File: config.mk
export PLATFORM = sky130hd
export DESIGN_NAME = cordic_arbiter
export DESIGN_NICKNAME = d
export VERILOG_FILES = /design/src/rtl/cordic_pkg.sv /design/src/rtl/cordic_arbiter_rr_arbiter.sv /design/src/rtl/cordic_arbiter.sv
export SDC_FILE = /design/constraint.sdc
export NUM_CORES = 1
export LEC_CHECK = 0
export CAP_MARGIN = 15
export CORE_MARGIN = 10
export CORE_UTILIZATION = 35
export CTS_CLUSTER_SIZE = 10
export DETAILED_ROUTE_END_ITERATION = 16
export GPL_TIMING_DRIVEN = 0
export PLACE_DENSITY_LB_ADDON = 0.25
export SYNTH_ARGS = -nofsm -noshare
export SYNTH_HDL_FRONTEND = slang
export SYNTH_HIERARCHICAL = 1
export SYNTH_SLANG_ARGS = --single-unit
File: constraint.sdc
create_clock -name clock -period 3.9 [get_ports clock]
set_clock_uncertainty 0.1 [all_clocks]
set_input_delay 0.585 -clock clock [delete_from_list [all_inputs] [get_ports clock]]
set_output_delay 0.585 -clock clock [all_outputs]
set_load 0.01 [all_outputs]
File: src/rtl/cordic_pkg.sv
// Shared types and constants for the CORDIC arbiter slice.
// Holds the FSM state enum, angle constants and fixed-point widths.
package cordic_pkg;

  localparam int COORD_W = 16;
  localparam int ANGLE_W = 32;

  localparam logic [31:0] PI_2 = 32'h3243F6A9;
  localparam logic [31:0] PI   = 32'h6487ED51;

  localparam logic [15:0] CORDIC_GAIN = 16'h26DD;

  typedef enum logic [1:0] {
    ST_IDLE,
    ST_ISSUE,
    ST_WAIT,
    ST_RESP
  } arb_state_e;

endpackage

File: src/rtl/cordic_arbiter_rr_arbiter.sv
// Combinational round-robin picker: first set req at or above ptr.
// Ports: req_i, ptr_i in; gnt_o (one-hot), gnt_id_o, any_o out.
module rr_arbiter
  import cordic_pkg::*;
#(
  parameter  int NUM_REQ = 4,
  localparam int IDW     = $clog2(NUM_REQ)
) (
  input  logic [NUM_REQ-1:0] req_i,
  input  logic [IDW-1:0]     ptr_i,
  output logic [NUM_REQ-1:0] gnt_o,
  output logic [IDW-1:0]     gnt_id_o,
  output logic               any_o
);

  logic [IDW:0]   sum;
  logic [IDW-1:0] idx;

  always_comb begin
    gnt_o    = '0;
    gnt_id_o = '0;
    any_o    = 1'b0;
    sum      = '0;
    idx      = '0;
    for (int i = 0; i < NUM_REQ; i++) begin
      // ptr + i stays below 2*NUM_REQ, so one subtract wraps it
      sum = {1'b0, ptr_i} + (IDW+1)'(i);
      if (sum >= (IDW+1)'(NUM_REQ))
        sum = sum - (IDW+1)'(NUM_REQ);
      idx = sum[IDW-1:0];
      if (!any_o && req_i[idx]) begin
        gnt_o[idx] = 1'b1;
        gnt_id_o   = idx;
        any_o      = 1'b1;
      end
    end
  end

endmodule

File: src/rtl/cordic_arbiter.sv
// Round-robin sharing of one iterative CORDIC engine among NUM_REQ clients.
// Ports: req_* valid/ready/angle in, resp_* tagged result out, eng_* engine side.
// Optional watchdog in WAIT: define CORDIC_ARB_TIMEOUT_EN.
module cordic_arbiter
  import cordic_pkg::*;
#(
  parameter  int                NUM_REQ        = 4,
  parameter  int                WIDTH          = COORD_W,
  parameter  int                ANGLE_WIDTH    = ANGLE_W,
  parameter  logic [WIDTH-1:0]  X_INIT         = CORDIC_GAIN,
  parameter  int                TIMEOUT_CYCLES = 64,
  localparam int                IDW            = $clog2(NUM_REQ)
) (
  input  logic                           clock,
  input  logic                           reset,
  input  logic [NUM_REQ-1:0]             req_valid,
  output logic [NUM_REQ-1:0]             req_ready,
  input  logic [NUM_REQ*ANGLE_WIDTH-1:0] req_angle,
  output logic                           resp_valid,
  input  logic                           resp_ready,
  output logic [IDW-1:0]                 resp_id,
  output logic [WIDTH-1:0]               resp_cos,
  output logic [WIDTH-1:0]               resp_sin,
  output logic                           resp_err,
  output logic                           eng_start,
  output logic [ANGLE_WIDTH-1:0]         eng_angle,
  output logic [WIDTH-1:0]               eng_x_start,
  output logic [WIDTH-1:0]               eng_y_start,
  input  logic [WIDTH-1:0]               eng_cosine,
  input  logic [WIDTH-1:0]               eng_sine,
  input  logic                           eng_done
);

  if (NUM_REQ < 2 || NUM_REQ > 8 || TIMEOUT_CYCLES < 1) begin : g_bad_cfg
    $error("cordic_arbiter: bad parameters");
  end

  arb_state_e state_q, state_d;

  logic [IDW-1:0]         ptr_q, ptr_d;
  logic [IDW-1:0]         id_q, id_d;
  logic [ANGLE_WIDTH-1:0] ang_q, ang_d, sel_ang;
  logic [WIDTH-1:0]       cos_q, cos_d;
  logic [WIDTH-1:0]       sin_q, sin_d;
  logic [NUM_REQ-1:0]     gnt;
  logic [IDW-1:0]         gnt_id;
  logic                   gnt_any;

  rr_arbiter #(.NUM_REQ(NUM_REQ)) u_rr (
    .req_i    (req_valid),
    .ptr_i    (ptr_q),
    .gnt_o    (gnt),
    .gnt_id_o (gnt_id),
    .any_o    (gnt_any)
  );

  always_comb begin
    sel_ang = '0;
    for (int i = 0; i < NUM_REQ; i++)
      if (gnt[i])
        sel_ang = req_angle[i*ANGLE_WIDTH +: ANGLE_WIDTH];
  end

`ifdef CORDIC_ARB_TIMEOUT_EN
  localparam int CW = $clog2(TIMEOUT_CYCLES + 1);

  logic [CW-1:0] cnt_q, cnt_d;
  logic          err_q, err_d;
  logic          wd_hit;

  // cnt_q counts completed WAIT cycles; fires on the last allowed one
  assign wd_hit = (cnt_q == CW'(TIMEOUT_CYCLES - 1));

  always_comb begin
    cnt_d = cnt_q;
    if (state_q == ST_ISSUE)
      cnt_d = '0;
    else if (state_q == ST_WAIT)
      cnt_d = cnt_q + 1'b1;
  end

  always_ff @(posedge clock or posedge reset) begin
    if (reset) begin
      cnt_q <= '0;
      err_q <= 1'b0;
    end else begin
      cnt_q <= cnt_d;
      err_q <= err_d;
    end
  end

  assign resp_err = err_q;
`else
  assign resp_err = 1'b0;
`endif

  always_comb begin
    state_d = state_q;
    ptr_d   = ptr_q;
    id_d    = id_q;
    ang_d   = ang_q;
    cos_d   = cos_q;
    sin_d   = sin_q;
`ifdef CORDIC_ARB_TIMEOUT_EN
    err_d   = err_q;
`endif
    unique case (state_q)
      ST_IDLE: begin
        if (gnt_any) begin
          id_d    = gnt_id;
          ang_d   = sel_ang;
`ifdef CORDIC_ARB_TIMEOUT_EN
          err_d   = 1'b0;
`endif
          state_d = ST_ISSUE;
        end
      end
      ST_ISSUE: state_d = ST_WAIT;
      ST_WAIT: begin
        if (eng_done) begin
          cos_d   = eng_cosine;
          sin_d   = eng_sine;
          state_d = ST_RESP;
        end
`ifdef CORDIC_ARB_TIMEOUT_EN
        else if (wd_hit) begin
          cos_d   = '0;
          sin_d   = '0;
          err_d   = 1'b1;
          state_d = ST_RESP;
        end
`endif
      end
      ST_RESP: begin
        if (resp_ready) begin
          ptr_d   = (id_q == IDW'(NUM_REQ - 1)) ? '0 : id_q + 1'b1;
          state_d = ST_IDLE;
        end
      end
      default: state_d = ST_IDLE;
    endcase
  end

  always_ff @(posedge clock or posedge reset) begin
    if (reset) begin
      state_q <= ST_IDLE;
      ptr_q   <= '0;
      id_q    <= '0;
      ang_q   <= '0;
      cos_q   <= '0;
      sin_q   <= '0;
    end else begin
      state_q <= state_d;
      ptr_q   <= ptr_d;
      id_q    <= id_d;
      ang_q   <= ang_d;
      cos_q   <= cos_d;
      sin_q   <= sin_d;
    end
  end

  assign req_ready   = (state_q == ST_IDLE) ? gnt : '0;
  assign resp_valid  = (state_q == ST_RESP);
  assign resp_id     = id_q;
  assign resp_cos    = cos_q;
  assign resp_sin    = sin_q;
  assign eng_start   = (state_q == ST_ISSUE);
  assign eng_angle   = ang_q;
  assign eng_x_start = X_INIT;
  assign eng_y_start = '0;

endmodule
* Word level (Yosys, flattened, before mapping)
Cells that the tools add are included.
Operators by class: eq/ne operators 7, reduce and logical (&&, ||, !) cells 15, $lt $le $gt $ge 12, bitwise logic cells 3, mux-type cells 42, add/subtract/negate cells 8
Operators by type and width (number):
- $mux W32 | 4
- $mux W2 | 12
- $mux W4 | 5
- $lt A2 B3 Y1 const B | 4
- $mux W1 | 12
- $or A4 B4 Y4 | 3
- $ge A3 B3 Y1 const B | 3
- $bmux W1 S2 | 4
- $demux W1 S2 | 4
- $ge A2 B1 Y1 const B | 4
- $pmux W2 S4 | 1
- $sub A2 B1 Y2 const B | 4
- $logic_and A1 B1 Y1 | 7
- $add A2 B2 Y3 const B | 2
- $eq A2 B2 Y1 const B | 3
- $reduce_and A2 Y1 | 3
- $ne A2 B2 Y1 const B | 2
- $add A2 B1 Y3 const B | 1
- $ge A2 B3 Y1 const B | 1
- $logic_not A1 Y1 | 3
- $reduce_and A3 Y1 | 1
- $add A2 B1 Y2 const B | 1
- $eq A2 B1 Y1 const B | 1
- $logic_not A2 Y1 | 1
- $ne A2 B1 Y1 const B | 1
Storage, ports and cells: bits in registers 70, bits of input ports 168, word-level logic and storage cells 93, output and inout port bits 105

* Logic depth before layout (Yosys ltp)
Gate-level depths: netlist (run 1).
word-level depth 18, gate-level depth with buffers 13, mapped depth without buffers 9

* Hierarchy
The synthesis (run 1) kept the hierarchy.
By module, submodules not included:
- cordic_arbiter | cells each 364, sequential area each 1751.7 sq um, area each 3993.8 sq um, instances 1
- rr_arbiter | cells each 45, sequential area each 0.0 sq um, area each 419.2 sq um, instances 1

* Worst setup path before layout (run 1)
Ideal clock, no wire load.
kind register to output, start reg ptr_q[0], end out req_ready[2], data arrival time 2.530 ns, data required time 3.215 ns, stages on the path, launching flop included 12, setup slack 0.685 ns, buffers on the path 4, path through dfrtp_1 > buf_6 > inv_1 > ha_1 > mux4_2 > buf_6 > nor4b_4 > a22oi_1 > o21ai_0 > buf_6 > clkbuf_1 > and2_1
On the way: word-level cells in the longest chain between the ends 15, elaborated cells on any way between the ends 60, those cells by class add/sub: 7; order compare: 12; mux: 28; bitwise: 3; reduce/logical: 10
Ends and longest elaborated chain:
- start: declaration | RTL line cordic_arbiter.sv:40 | logic [IDW-1:0] ptr_q, ptr_d;
- start signal: assignment | RTL line cordic_arbiter.sv:154 | ptr_q <= ptr_d;
- branches (longest 13 deep; another with $add A2 B1 Y3)
- $mux W4 * | RTL line cordic_arbiter_rr_arbiter.sv:31 | if (!any_o && req_i[idx]) begin
- net gnt[2] | RTL line cordic_arbiter.sv:45 | logic [NUM_REQ-1:0] gnt;
- $mux W4 * | RTL line cordic_arbiter.sv:162 | assign req_ready = (state_q == ST_IDLE) ? gnt : '0;
- end: declaration | RTL line cordic_arbiter.sv:17 | output logic [NUM_REQ-1:0] req_ready,
Mark *: on every way through the listed nets, which the timed path passes. The select of a mux whose other input is x is not followed.

* Final worst setup path (run 1)
start in req_valid[3], end out req_ready[0]
On the way: word-level cells in the longest chain between the ends 13, elaborated cells on any way between the ends 25, those cells by class mux: 16; bitwise: 3; reduce/logical: 6
Ends and longest elaborated chain:
- start: declaration | RTL line cordic_arbiter.sv:16 | input logic [NUM_REQ-1:0] req_valid,
- $bmux W1 S2 | RTL line cordic_arbiter_rr_arbiter.sv:31
- $mux W1 (not written as such) | RTL line cordic_arbiter_rr_arbiter.sv:31
- $mux W1 | RTL line cordic_arbiter_rr_arbiter.sv:31
- $logic_not A1 Y1 | RTL line cordic_arbiter_rr_arbiter.sv:31
- $logic_and A1 B1 Y1 | RTL line cordic_arbiter_rr_arbiter.sv:31
- $mux W1 | RTL line cordic_arbiter_rr_arbiter.sv:31
- $logic_not A1 Y1 | RTL line cordic_arbiter_rr_arbiter.sv:31
- $logic_and A1 B1 Y1 | RTL line cordic_arbiter_rr_arbiter.sv:31
- $mux W1 | RTL line cordic_arbiter_rr_arbiter.sv:31
- $logic_not A1 Y1 | RTL line cordic_arbiter_rr_arbiter.sv:31
- $logic_and A1 B1 Y1 | RTL line cordic_arbiter_rr_arbiter.sv:31
- $mux W4 * | RTL line cordic_arbiter_rr_arbiter.sv:31
- net gnt[0] | RTL line cordic_arbiter.sv:45
- $mux W4 * | RTL line cordic_arbiter.sv:162
The timed path passes the listed nets; every way through them passes the cells marked *. The select of a mux whose other input is x is not followed.

==> results of run 1 <==
logic make-up after synthesis:
family / count (synthesis)
other cells: 2
mux: 41
compound gates: 119
buf+inv: 74
fa+ha+maj: 11
flops: 70
simple gates: 92
cells in the final DEF (no fill, tap or decap), types with 5 or more instances in the layout:
cell             synthesis  layout
inv_1                   11      10
conb_1                   2      33
dfrtp_1                 70      68
buf_2                   12      12
buf_6                    6       6
a22oi_1                 39      39
clkbuf_16                0       9
ha_1                    11      10
and2_1                   5       5
a221oi_2                30      30
nor2_1                  33      33
a21oi_1                 34      34
clkbuf_1                 7       5
nor2b_1                 30      30
buf_4                   38      45
mux2_2                  36      36
clkdlybuf4s50_1          0     235
nand2_1                 13      13
timing repair:
item | in CTS | in global routing
resized for setup | 13 | 4
setup buffers | 6 | 1
pin swaps | 1 | 1
setup endpoints to repair | 4 | 3
worst max-delay path by stage:
stage,start,to,slack (ps),cells after the start
after floorplan,ptr_q[0],req_ready[2],680,11
after global placement,req_valid[2],req_ready[3],-630,9
after detailed placement,req_valid[2],req_ready[3],-710,9
after CTS,ptr_q[0],req_ready[3],5,11
after global routing,ptr_q[0],eng_angle[9],120,13
final,req_valid[3],req_ready[0],300,9
routing by layer:
metal | global-route usage (%) | vias up
met5 | 0 | -
met3 | 9.451 | 8
li1 | - | 2013
met2 | 32.89 | 203
met1 | 21.87 | 2077
met4 | 3.790 | 0
layout make-up:
type / instances / share of cell area, %
timing repair buffer: 247 / 32.90
clock inverter: 7 / 0.7473
tap: 168 / 2.790
multi-input combinational: 296 / 30.80
inverter: 11 / 0.5812
buffer: 62 / 5.912
clock buffer: 9 / 2.989
sequential: 70 / 23.28
state kept, by name (all words and copies together) (netlist names):
register / cells
state_q: 2
resp_id: 2
resp_cos: 16
ptr_q: 2
eng_angle: 32
resp_sin: 16
metrics by stage:
step                      total power [W]  instance area, sq um  setup TNS, ps  util (%)  worst slack, ps
final                            0.006216                  7535              0     61.95            300.5
after global routing             0.006675                  7535              0     61.95            118.7
after CTS                        0.006288                  7520              0     61.83            4.610
after detailed placement         0.005371                  7162          -1879     58.89           -714.4
after global placement           0.005231                  7132          -1395     58.64           -629.2
after floorplan                  0.003738                  4529              0         -            684.8
power breakdown:
group          switching [W]  internal, W  leakage [nW]  total (W)
Sequential          0.000224      0.00112         0.817    0.00135
Clock               0.000344     0.000439         0.137   0.000783
Combinational        0.00203      0.00206          2.26    0.00409
==> flow_summary.ini, run 1 <==
[cells_and_area]
final_cell_count_no_fill = 870
fillers = 1023
regArea_sq_mm = 0.001754
drive_gt1_share_pct = 22.65
areaGrowthSynthToFinish_pct = 70.74
diodes = 0
multiInputGateArea_sq_mm = 0.002321
nets = 876

[clocking]
cts_made_buffers = 9
cts_tree = built
htreeDepth = 3
clockRootBuffer = clkbuf_16
cts_sinks = 70
clk_latency_ps = 320
clk_path_buf_depth = 2
ctsHoldBuffers = 0
cts.reportedPaths.clkPinSlew_ps = 60

[critical_path]
reg2regPathDepth = 13
critPathBufInv = 4
crit_slowest_cell = mux4_2
arrival_ps = 2910
required_ps = 3210
crit_path_end_kind = primary output
rrSetupSlack_ps = 330
cpPeakStageDelay_ps = 500
rr_startpoint = ptr_q[0]
r2r-end = eng_angle[21]
critPathMaxFanout = 10
crit_chain = clkdlybuf4s50_1, mux4_2, buf_6, nor4b_4, buf_4, a22oi_1, o21ai_2, and2_1, dlygate4sd2_1
critPathKind = in2out
startpoint_type = primary input
crit_family = buffers and inverters

[global_routing]
grt_pass1_vias = 4716
overflow = 0
antenna_found_initial = 0
grt_usage_pct = 19.48
grt_max_degree = 69
grt_pass1_wl_um = 27280

[yosys]
syn_area_sq_mm = 0.004413
synth-edff-count = 0
synth-seq-cells = 70
synth_commonest_cells = dfrtp_1, a22oi_1, buf_4
synth_adder_area_share_pct = 3.119
synthMuxAreaShare_pct = 11.62
synth_xor_xnor_area_share_pct = 0
seq_area_frac_synth_pct = 39.69
async_reset_ff_share_pct = 100.0
yosysTopAreaCell = dfrtp_1
synthDistinctLibCells = 38
ys.flop_type = dfrtp_1
avgSynthCellArea_sq_um = 10.79
synthTopCellsByArea = dfrtp_1, a221oi_2, mux2_2
synth_warnings = 6
postSynthCellCount = 409
yosysMostFrequentCell = dfrtp_1
synth_top_family_by_area = compound AO/OA/AOI/OAI gates
netlist.area_leader.share_pct = 39.69
yosys.area_share.simple_pct = 11.28
synth_compound_area_share_pct = 23.22

[die]
initial_utilization_pct = 36.29
die_x_um = 132.3
io_pins = 273
dieArea_sq_mm = 0.01750
die_y_um = 132.3
rows = 40
coreArea_sq_mm = 0.01216

[routing]
drc = 0
ant_nets = 0
highest_layer = met4
vias_per_cell = 4.944
wl_met3_um = 1885
drt-met1-wl_um = 7097
wl_um = 17670
detail_route.wl_per_cell_um = 20.31
vias = 4301
met2_length_um = 8551
drt-initial-drc-count = 169
dr.pass1.iters = 4

[power_and_ir_drop]
vdd_ir_drop_max_v = 0.0004128
p_leak_nw = 3.212
cellPowerDensity_mw_per_mm2 = 824.9

[status]
status = finished clean

[place]
globalplace.congestion = 0.8636
dp_hpwl_um = 14100
io_buffers = 239
place_inst = 848

[timing]
period_share_pct = 92.30
hold_violations = 0
worst_pin_slew_ps = 545.7
setup_viol = 0
drv_slew = 0
slew_headroom_pct = 63.62
fin_crit_ps = 3600
max_freq_mhz = 277.8
holdWs_ps = 369.0
rsz0062_at_grt = no

[job]
maxCapViolCount = 0

[min_path]
hold_class = in2async
(Power assumes the default switching activity.)
==> run 2: changes to the inputs <==
--- a/config.mk
+++ b/config.mk
@@ -5,9 +5,9 @@
 export SDC_FILE = /design/constraint.sdc
 export NUM_CORES = 1
 export LEC_CHECK = 0
-export CAP_MARGIN = 15
 export CORE_MARGIN = 10
-export CORE_UTILIZATION = 35
+export CORE_UTILIZATION = 38
+export CTS_CLUSTER_DIAMETER = 50
 export CTS_CLUSTER_SIZE = 10
 export DETAILED_ROUTE_END_ITERATION = 16
 export GPL_TIMING_DRIVEN = 0
==> flow_summary.ini, run 2 (synthesis gave the netlist of run 1 again) <==
[die]
coreArea_sq_mm = 0.01142
dieArea_sq_mm = 0.01632
io_pins = 273
rows = 39
die_x_um = 127.8
initial_utilization_pct = 38.65
die_y_um = 127.8

[routing]
vias = 4325
ant_nets = 0
dr.pass1.iters = 4
wl_um = 17730
drt-initial-drc-count = 282
vias_per_cell = 5.124
drc = 0
detail_route.wl_per_cell_um = 21.00

[place]
place_inst = 822
dp_hpwl_um = 13970
io_buffers = 239
globalplace.congestion = 0.8251
place_ws_ps = -750.9

[critical_path]
crit_slowest_cell = clkdlybuf4s50_1
required_ps = 3210
crit_start = req_valid[2]
critPathBufInv = 3
startpoint_type = primary input
cpPeakStageDelay_ps = 540
crit_top_cell = clkdlybuf4s50_1
rr_startpoint = ptr_q[1]
crit_chain = clkdlybuf4s50_1, mux4_2, buf_6, nor4b_4, a22oi_1, o21ai_4, and2_1, clkdlybuf4s50_1
r2r-end = eng_angle[22]
critPathMaxFanout = 10
crit_path_end_kind = primary output
rrSetupSlack_ps = 260
critPathKind = in2out
arrival_ps = 3100
crit_family = buffers and inverters
reg2regPathDepth = 13

[timing]
setup_ws_ps = 119.9
fin_crit_ps = 3780
holdWs_ps = 402.6
max_freq_mhz = 264.5
period_share_pct = 96.93
drv_slew = 0
worst_pin_slew_ps = 892.8
rsz0062_at_grt = no
slew_headroom_pct = 40.48
hold_violations = 0
setup_viol = 0

[global_routing]
busiest_layer = met2
overflow = 0
grt_max_degree = 71
antenna_found_initial = 1
grt_pass1_vias = 4692
use_met3_pct = 8.230
grt_usage_pct = 20.88
grt_pass1_wl_um = 27120
grt_use_met1_pct = 22.73
met2_usage_pct = 36.14

[clocking]
clk_latency_ps = 330
cts_tree = built
cts.reportedPaths.clkPinSlew_ps = 60
cts_sinks = 70
cts_made_buffers = 9
htreeDepth = 3
clk_path_buf_depth = 2
clockRootBuffer = clkbuf_16

[cells_and_area]
nets = 874
largest_reg_flops = 32
areaGrowthSynthToFinish_pct = 70.40
final_common_cell = clkdlybuf4s50_1
final_cell_count_no_fill = 844
mostFrequentLayoutCells = clkdlybuf4s50_1, dfrtp_1, buf_4
final_core_utilization_pct = 65.86
drive_gt1_share_pct = 22.29

[power_and_ir_drop]
vdd_ir_drop_max_v = 0.0004678
power_w = 0.006348
p_leak_nw = 3.195
cellPowerDensity_mw_per_mm2 = 844.2

[min_path]
worstHoldStart = resp_sin[14]
hold_end = resp_sin[14]
holdPathStages = 1
hold_class = reg2reg

[job]
maxCapViolCount = 0

[status]
status = finished clean
[run 2: changes by cell type in the layout (fill, tap and decap cells not counted), sizes merged]
cell	delta
bufinv	+2
dlygate4sd2	+1
clkinv	-2
buf	-2
diode	+1
dlymetal6s2s	-1
[run 2: layer usage]
metal	share of wire, %	routed length [um]
met3	10	1778
met5	0	0
met1	38	6725
met2	50	8901
met4	1.8	322
[run 2: per-stage QoR]
stage / area, sq um / setup TNS [ps]
after CTS: 7485 / 0
final: 7520 / 0
after global routing: 7520 / 0
after detailed placement: 7103 / -3617
after floorplan: 4529 / 0
after global placement: 7101 / -1661
[run 2: layout make-up]
| type | count | area [sq um] |
|---|---|---|
| Fill cell | 906 | 3899 |
| Timing Repair Buffer | 245 | 2440 |
| Multi-Input combinational cell | 296 | 2328 |
| Sequential cell | 70 | 1753 |
| Buffer | 62 | 445.4 |
| Clock buffer | 9 | 225.2 |
| Tap cell | 143 | 178.9 |
| Clock inverter | 7 | 102.6 |
| Inverter | 11 | 43.79 |
| Antenna cell | 1 | 2.502 |
[run 2: power breakdown]
group          switching [W]  internal (W)  total [W]
clock               0.000344      0.000568   0.000911
combinational        0.00204       0.00205    0.00409
sequential          0.000225       0.00112    0.00135
[run 2: worst register-to-register path: stages, from the launching register on]
cell	delay, ps
dfrtp_2	460
inv_1	140
ha_4	310
mux4_2	300
buf_6	160
nor4b_4	330
buf_4	180
a22oi_1	60
o21ai_0	130
buf_6	140
buf_4	240
clkbuf_1	440
a22oi_1	250
a221oi_2	310
[run 2: worst max path at each step]
stage / to / slack (ps) / cells past startpoint
2_1_floorplan: req_ready[2] / 680 / 11
3_3_place_gp: req_ready[3] / -660 / 9
3_5_place_dp: req_ready[3] / -750 / 9
4_1_cts: req_ready[1] / 20 / 10
5_1_grt: req_ready[1] / 4 / 10
6_report: req_ready[1] / 120 / 8
[run 2: what timing repair did]
action	CTS	global route
setup endpoints to repair	4	14
setup buffers	5	1
resized for setup	12	4
pin swaps	1	1
hold buffers	0	0
==> patch 1, RTL diff (settings of run 2) <==
The 4 states of `arb_state_e` get a one-hot encoding in 4 bits.
--- a/src/rtl/cordic_pkg.sv
+++ b/src/rtl/cordic_pkg.sv
@@ -11,9 +11,9 @@
   localparam logic [15:0] CORDIC_GAIN = 16'h26DD;
 
-  typedef enum logic [1:0] {
-    ST_IDLE,
-    ST_ISSUE,
-    ST_WAIT,
-    ST_RESP
+  typedef enum logic [3:0] {
+    ST_IDLE  = 4'b0001,
+    ST_ISSUE = 4'b0010,
+    ST_WAIT  = 4'b0100,
+    ST_RESP  = 4'b1000
   } arb_state_e;
 
Formal check against the unedited RTL: same outputs for any inputs over 10 cycles, from zero or initial values and one cycle with reset high; not proved beyond that.
==> patch 1 against run 2 <==
Combinational power down 23%; cell count down 3.9%; sequential cell count up 2; first-iteration DRC count up 29%; area after synthesis down 4.6%; total power down 21%; register-to-register slack better by 0.06 ns; wire length down 0.10%; critical path depth up 4; sequential share of layout area up 1.8 points; final area down 4.4%; worst setup slack better by 0.094 ns; sequential power down 5%; highest routed layer unchanged.
==> patch 1: results (changes against run 2) <==
- The maximum number of pins on one net before global-route repair was 73 (+2.8%).
- The buffer depth of the longest clock path is 2 (unchanged).
- The number of global-route vias before repair is 4701 (+0.19%).
- The per-cell via count in the routed design is 5.37 (+4.8%).
- CTS placed an instance of clkbuf_8 at the clock tree root.
- The count of TritonRoute iterations in the first routing pass is 5 (+1).
- The count of nets after finishing is 839 (-4.0%).
- The final RePlAce weighted congestion is 0.882 (+6.8%).
- The share of final-layout standard cells stronger than drive strength 1 is 0.172 (-0.0512).
- The number of levels in the clock H-tree is 3 (unchanged).
- By count the netlist is led by 71 x dfrtp_1, 39 x o21ai_0, 33 x buf_4, 32 x a221oi_1, 32 x o31ai_1.
- The async set-or-reset flop fraction in the synthesized netlist is 1.00 (unchanged).
- The overall track demand over capacity in global routing is 0.217 (+0.00776).
- The biggest area contributor in the post-synthesis netlist is dfrtp_1.
- The port buffer count came to 239 (unchanged).
- The headroom to the max-slew limit came to 0.389 (-0.0154).
- In this run the worst hold path is classified as flop to flop.
- The static leakage power is 3.10 nW (-3.0%).
- The number of antenna violations at the first check in global routing came to 1 (unchanged).
- The internal portion of total power came to 2.98 mW (-20%).
- The number of buffers added by the clock tree synthesis step is 9 (unchanged).
- The arrival time reported for the critical path endpoint is 3.00 ns (-0.10 ns).
- The clock transition at the register clock pins on the worst setup and hold paths after CTS is 0.08 ns (+0.02 ns).
- The family with the most delay on the worst path is buffers and inverters.
- The post-synth design cell area was 0.00421 sq mm (-4.6%).
- The starting DRC count in detailed routing is 365 (+29%).
- The proportion of netlist area held by the largest area contributor came to 0.422 (+0.0251).
- The count of unique library cells instantiated by Yosys is 41 (+7.9%).
- The number of flip-flops under the largest register name is 32 (unchanged).
- The delay of the slowest critical-path stage is 0.37 ns (-0.17 ns).
- The average routed wire per standard cell was 21.8 um (+4.0%).
- After synthesis, the cell types taking the most area are dfrtp_1 42%, mux2_4 10%, a221oi_1 6.7%.
- The clock latency on the worst-skew pair was 0.35 ns (+0.02 ns).
- The run finished with clean final reports.
- The largest fanout on the critical path is 10 (unchanged).
- The largest voltage drop on the vdd net is 0.000317 V (-32%).
- The first-pass GRT wire length came to 27300 um (+0.56%).
- The sequential-to-total area share from yosys stat is 0.428 (+0.0313).
- The worst setup slack before clock tree synthesis is -0.582 ns (+0.169 ns).
- The placed wire-length estimate after detailed placement is 13900 um (-0.58%).
- The library cell contributing the largest single delay on the critical path is dfrtp_1.
- The total number of yosys warnings is 6 (unchanged).
- The accumulated negative setup slack was 0 ns (unchanged).
- The length in cells of the worst reg-to-reg path came to 13 (unchanged).
- The depth of the worst hold-timing path is 1 (unchanged).
## patch 1: cell types whose count changed after synthesis, moves of 27 or more
cell             run 2  this run
a21oi_1             34         2
a221oi_1             0        32
a221oi_2            30         0
a22oi_1             39         8
mux2_2              36         9
mux2_4               0        29
nor2_1              33         6
nor2b_1             30         2
o21ai_0              7        39
o22ai_1              0        31
o31ai_1              2        32
## patch 1: cell families after synthesis
kind of cell / synth area share
AOI/OAI and AO/OA: 0.243
adders and majority gates: 0.0178
buffers and inverters: 0.106
DFF: 0.428
muxes: 0.153
other: 0.00178
and+or+nand+nor: 0.0499
## patch 1: worst paths after layout
| path | start | end | slack, ns |
|---|---|---|---|
| worst max-delay path | ptr_q[0]$_DFFE_PP0P_ | req_ready[1] | 0.21 |
| worst min-delay path | resp_sin[2]$_DFFE_PP0P_ | resp_sin[2]$_DFFE_PP0P_ | 0.41 |
| worst max register to register | ptr_q[0]$_DFFE_PP0P_ | eng_angle[0]$_DFFE_PP0P_ | 0.32 |
| worst min register to register | resp_sin[2]$_DFFE_PP0P_ | resp_sin[2]$_DFFE_PP0P_ | 0.41 |
| max in group asynchronous | reset | ptr_q[1]$_DFFE_PP0P_ | 2.37 |
| min in group asynchronous | reset | resp_cos[3]$_DFFE_PP0P_ | 0.67 |
## patch 1: routing by layer
metal | global-route usage | up-vias | share of wire
met3 | 0.0676 | 23 | 0.085
met4 | 0.0752 | 0 | 0.021
met2 | 0.370 | 227 | 0.49
met1 | 0.251 | 2123 | 0.40
met5 | 0 | - | 0
li1 | - | 1981 | -
## patch 1: area by class of cell
cell class / instances / area (sq um)
buffer: 65 / 420
clock buffer: 12 / 155
multi-input combinational: 262 / 2100
fill: 883 / 3650
antenna: 1 / 2.50
sequential: 72 / 1800
inverter: 10 / 40.0
tap: 140 / 175
timing repair buffer: 245 / 2440
clock inverter: 4 / 51.3
## patch 1: through the flow
step	power [mW]	instances	instance area (sq um)
2_1_floorplan	2.97	410	4330
3_3_place_gp	4.25	789	6890
3_5_place_dp	4.35	789	6900
4_1_cts	5.03	808	7160
5_1_grt	5.36	810	7190
6_report	5.04	811	7190
## patch 1: power by group through the flow
stage / logic (mW) / clock network [mW] / registers (mW)
6_report: 3.14 / 0.622 / 1.28
5_1_grt: 3.38 / 0.661 / 1.32
4_1_cts: 3.12 / 0.633 / 1.28
3_5_place_dp: 3.05 / 0 / 1.30
3_3_place_gp: 2.97 / 0 / 1.27
2_1_floorplan: 1.55 / 0 / 1.41
## patch 1: what timing repair did
item                                    4_1_cts  5_1_grt
endpoints found under the setup margin        4        3
resized for setup                            12        6
pin swaps                                     1        0
setup buffers                                 4        2
==> patch 2, RTL diff (settings of run 2) <==
Without the edit above. The package constant `COORD_W` goes from 16 to 32.
--- a/src/rtl/cordic_pkg.sv
+++ b/src/rtl/cordic_pkg.sv
@@ -3,5 +3,5 @@
 package cordic_pkg;
 
-  localparam int COORD_W = 16;
+  localparam int COORD_W = 32;
   localparam int ANGLE_W = 32;
 
Ports: changed (6 resized); port bits go from 273 to 369. No check against the original RTL was run, so the function may have changed too.
==> patch 2 against run 2 <==
Wire length increased by 27%; global-route usage about the same; fmax is 1.2% lower; largest power group unchanged; via count is 20% higher; worst setup slack lost 0.046 ns; highest routed layer unchanged; largest cell class unchanged; total power is 24% higher; area after synthesis up 32%; sequential cell count is 32 higher; final area is 30% higher.
==> patch 2: results (changes against run 2) <==
- The clock latency on the worst-skew pair came to 0.35 ns (+0.02 ns).
- For this run, the slowest stage of the critical path takes 0.53 ns.
- The post-synthesis compound-gate area fraction was 0.176 (-0.0564).
- The count of unique library cells instantiated by Yosys came to 38 (unchanged).
- The arrival time reported for the critical path endpoint was 3.14 ns (+0.04 ns).
- The slowest stage of the critical path belongs to the cell clkdlybuf4s50_1.
- The flow ran to the end, and the final reports show no timing, DRC or antenna violations.
- By area the synthesized netlist is led by dfrtp_1 44%, mux2_2 13%, buf_4 8.8%.
- Among cell families on the critical path, the largest total delay comes from buffers and inverters.
- The largest voltage drop on the vdd net is 0.000465 V (-0.63%).
- The per-cell via count in the routed design is 4.76 (-7.0%).
- The number of buffers added by the clock tree synthesis step came to 9 (unchanged).
- The port buffer count is 303 (+27%).
- The number of levels in the clock H-tree came to 3 (unchanged).
- The synthesized area per cell was 11.5 sq um (+6.3%).
- The buffer depth of the longest clock path was 2 (unchanged).
- The start point of the worst min-delay path is resp_sin[4]$_DFFE_PP0P_.
- The share of cell area taken by muxes after synthesis is 0.150 (+0.0336).
- The share of final-layout standard cells stronger than drive strength 1 is 0.256 (+0.0330).
- The number of hold violations in the final report is 0 (unchanged).
- The first-pass GRT wire length is 32900 um (+21%).
- The total number of yosys warnings is 6 (unchanged).
- The number of hold buffers added after CTS is 0 (unchanged).
- The maximum number of pins on one net before global-route repair is 57 (-20%).
- The overall track demand over capacity in global routing was 0.209 (+0.000215).
- The launching element of the worst setup path is req_valid[0].
- The fraction of the mapped netlist area in adder cells was 0.0236 (-0.00757).
- The placed wire-length estimate after detailed placement was 18200 um (+30%).
- After clock tree synthesis, the clock-pin slew on the worst setup and hold paths is around 0.070 ns.
- The clock root buffer master is clkbuf_16.
- The final RePlAce weighted congestion is 0.810 (-1.8%).
- The antenna diode count is 0 (-1).
- Counting instances in the post-synthesis netlist gives the leading cell types as 102 x dfrtp_1, 68 x buf_4, 68 x mux2_2, 39 x a22oi_1, 34 x a21oi_1.
- The parity-gate share of the synthesized area counting xor and xnor cells came to 0 (unchanged).
- The number of inserted filler cells in the final layout is 1255 (+39%).
- The net switching fraction of the power is 0.400 (-0.0111).
- The non-filler instance count after layout is 1087 (+29%).
- In this run the critical register-to-register path is launched from ptr_q[0]$_DFFE_PP0P_.
- The final wirelength is 22500 um (+27%).
- The number of antenna violations at the first check in global routing was 0 (-1).
- The async set-or-reset flop fraction in the synthesized netlist was 1.00 (unchanged).
- The count of TritonRoute iterations in the first routing pass was 4 (unchanged).
- The standard cell area after detailed placement is 0.00936 sq mm (+32%).
- The worst setup slack before clock tree synthesis is -0.770 ns (-0.0187 ns).
- In this run the worst hold path is classified as flop to flop.
- The sequential-to-total area share from yosys stat is 0.438 (+0.0410).
- The starting DRC count in detailed routing is 207 (-27%).
- The number of global-route vias before repair was 5498 (+17%).
- The largest fanout on the critical path is 10 (unchanged).
- The static leakage power is 4.26 nW (+33%).
- The worst-margin pin slew came to 0.637 ns (-0.256 ns).
-- patch 2: repair_timing --
item                       in CTS  in global routing
gates cloned                    0                  0
gates resized for setup        10                  5
pin swaps                       1                  1
setup buffers                   7                  2
setup endpoints to repair       5                  4
hold endpoints to repair        0                  0
-- patch 2: path summary, 6_finish.rpt --
kind                       cells past startpoint  slack, ns                         to
setup / recovery                               9       0.07               req_ready[3]
hold / removal                                 1       0.41    resp_sin[4]$_DFFE_PP0P_
setup reg to reg                              12       0.46   eng_angle[8]$_DFFE_PP0P_
hold reg to reg                                1       0.41    resp_sin[4]$_DFFE_PP0P_
max in group asynchronous                      3       2.42  eng_angle[18]$_DFFE_PP0P_
min in group asynchronous                      2       0.57    resp_sin[6]$_DFFE_PP0P_
-- patch 2: cells by family (layout without fill, tap and decap cells) --
kind of cell    count (synthesis)  in the layout
compound gates                119            119
buf+inv                       109            437
flops                         102            102
simple gates                   92             92
mux                            73             73
fa+ha+maj                      11             11
other cells                     2             65
-- patch 2: per-layer routing --
| metal | up-vias | wire length [um] | GRT usage |
|---|---|---|---|
| li1 | 2473 | - | - |
| met1 | 2434 | 7770 | 0.215 |
| met2 | 252 | 11100 | 0.354 |
| met3 | 20 | 3260 | 0.120 |
| met4 | 0 | 311 | 0.0591 |
| met5 | - | 0 | 0 |
-- patch 2: final cells by class --
class                           count  area share
Tap cell                          188      0.0240
Inverter                           11     0.00447
Clock inverter                      6     0.00793
Multi-Input combinational cell    360       0.287
Timing Repair Buffer              313       0.320
Buffer                             97      0.0713
Clock buffer                       10      0.0244
Sequential cell                   102       0.261
-- patch 2: worst reg2reg max path, delay by kind of cell (launching register included) --
family / cells / cell delay, ns
buffers and inverters: 6 / 1.24
AOI/OAI and AO/OA: 4 / 0.81
muxes: 1 / 0.59
DFF: 1 / 0.38
and+or+nand+nor: 1 / 0.25
-- patch 2: stage by stage --
stage               TNS (ns)  utilization
floorplan                  0            -
global placement     -124.11        0.618
detailed placement     -3.86        0.620
CTS                        0        0.646
global route               0        0.649
finish                     0        0.649
-- patch 2: power by group through the flow --
stage | sequential (mW) | clock (mW) | combinational [mW]
global route | 1.99 | 1.03 | 5.40
floorplan | 2.16 | 0 | 2.51
finish | 1.92 | 0.960 | 4.99
global placement | 1.92 | 0 | 4.83
detailed placement | 1.95 | 0 | 4.86
CTS | 1.92 | 0.992 | 5.00
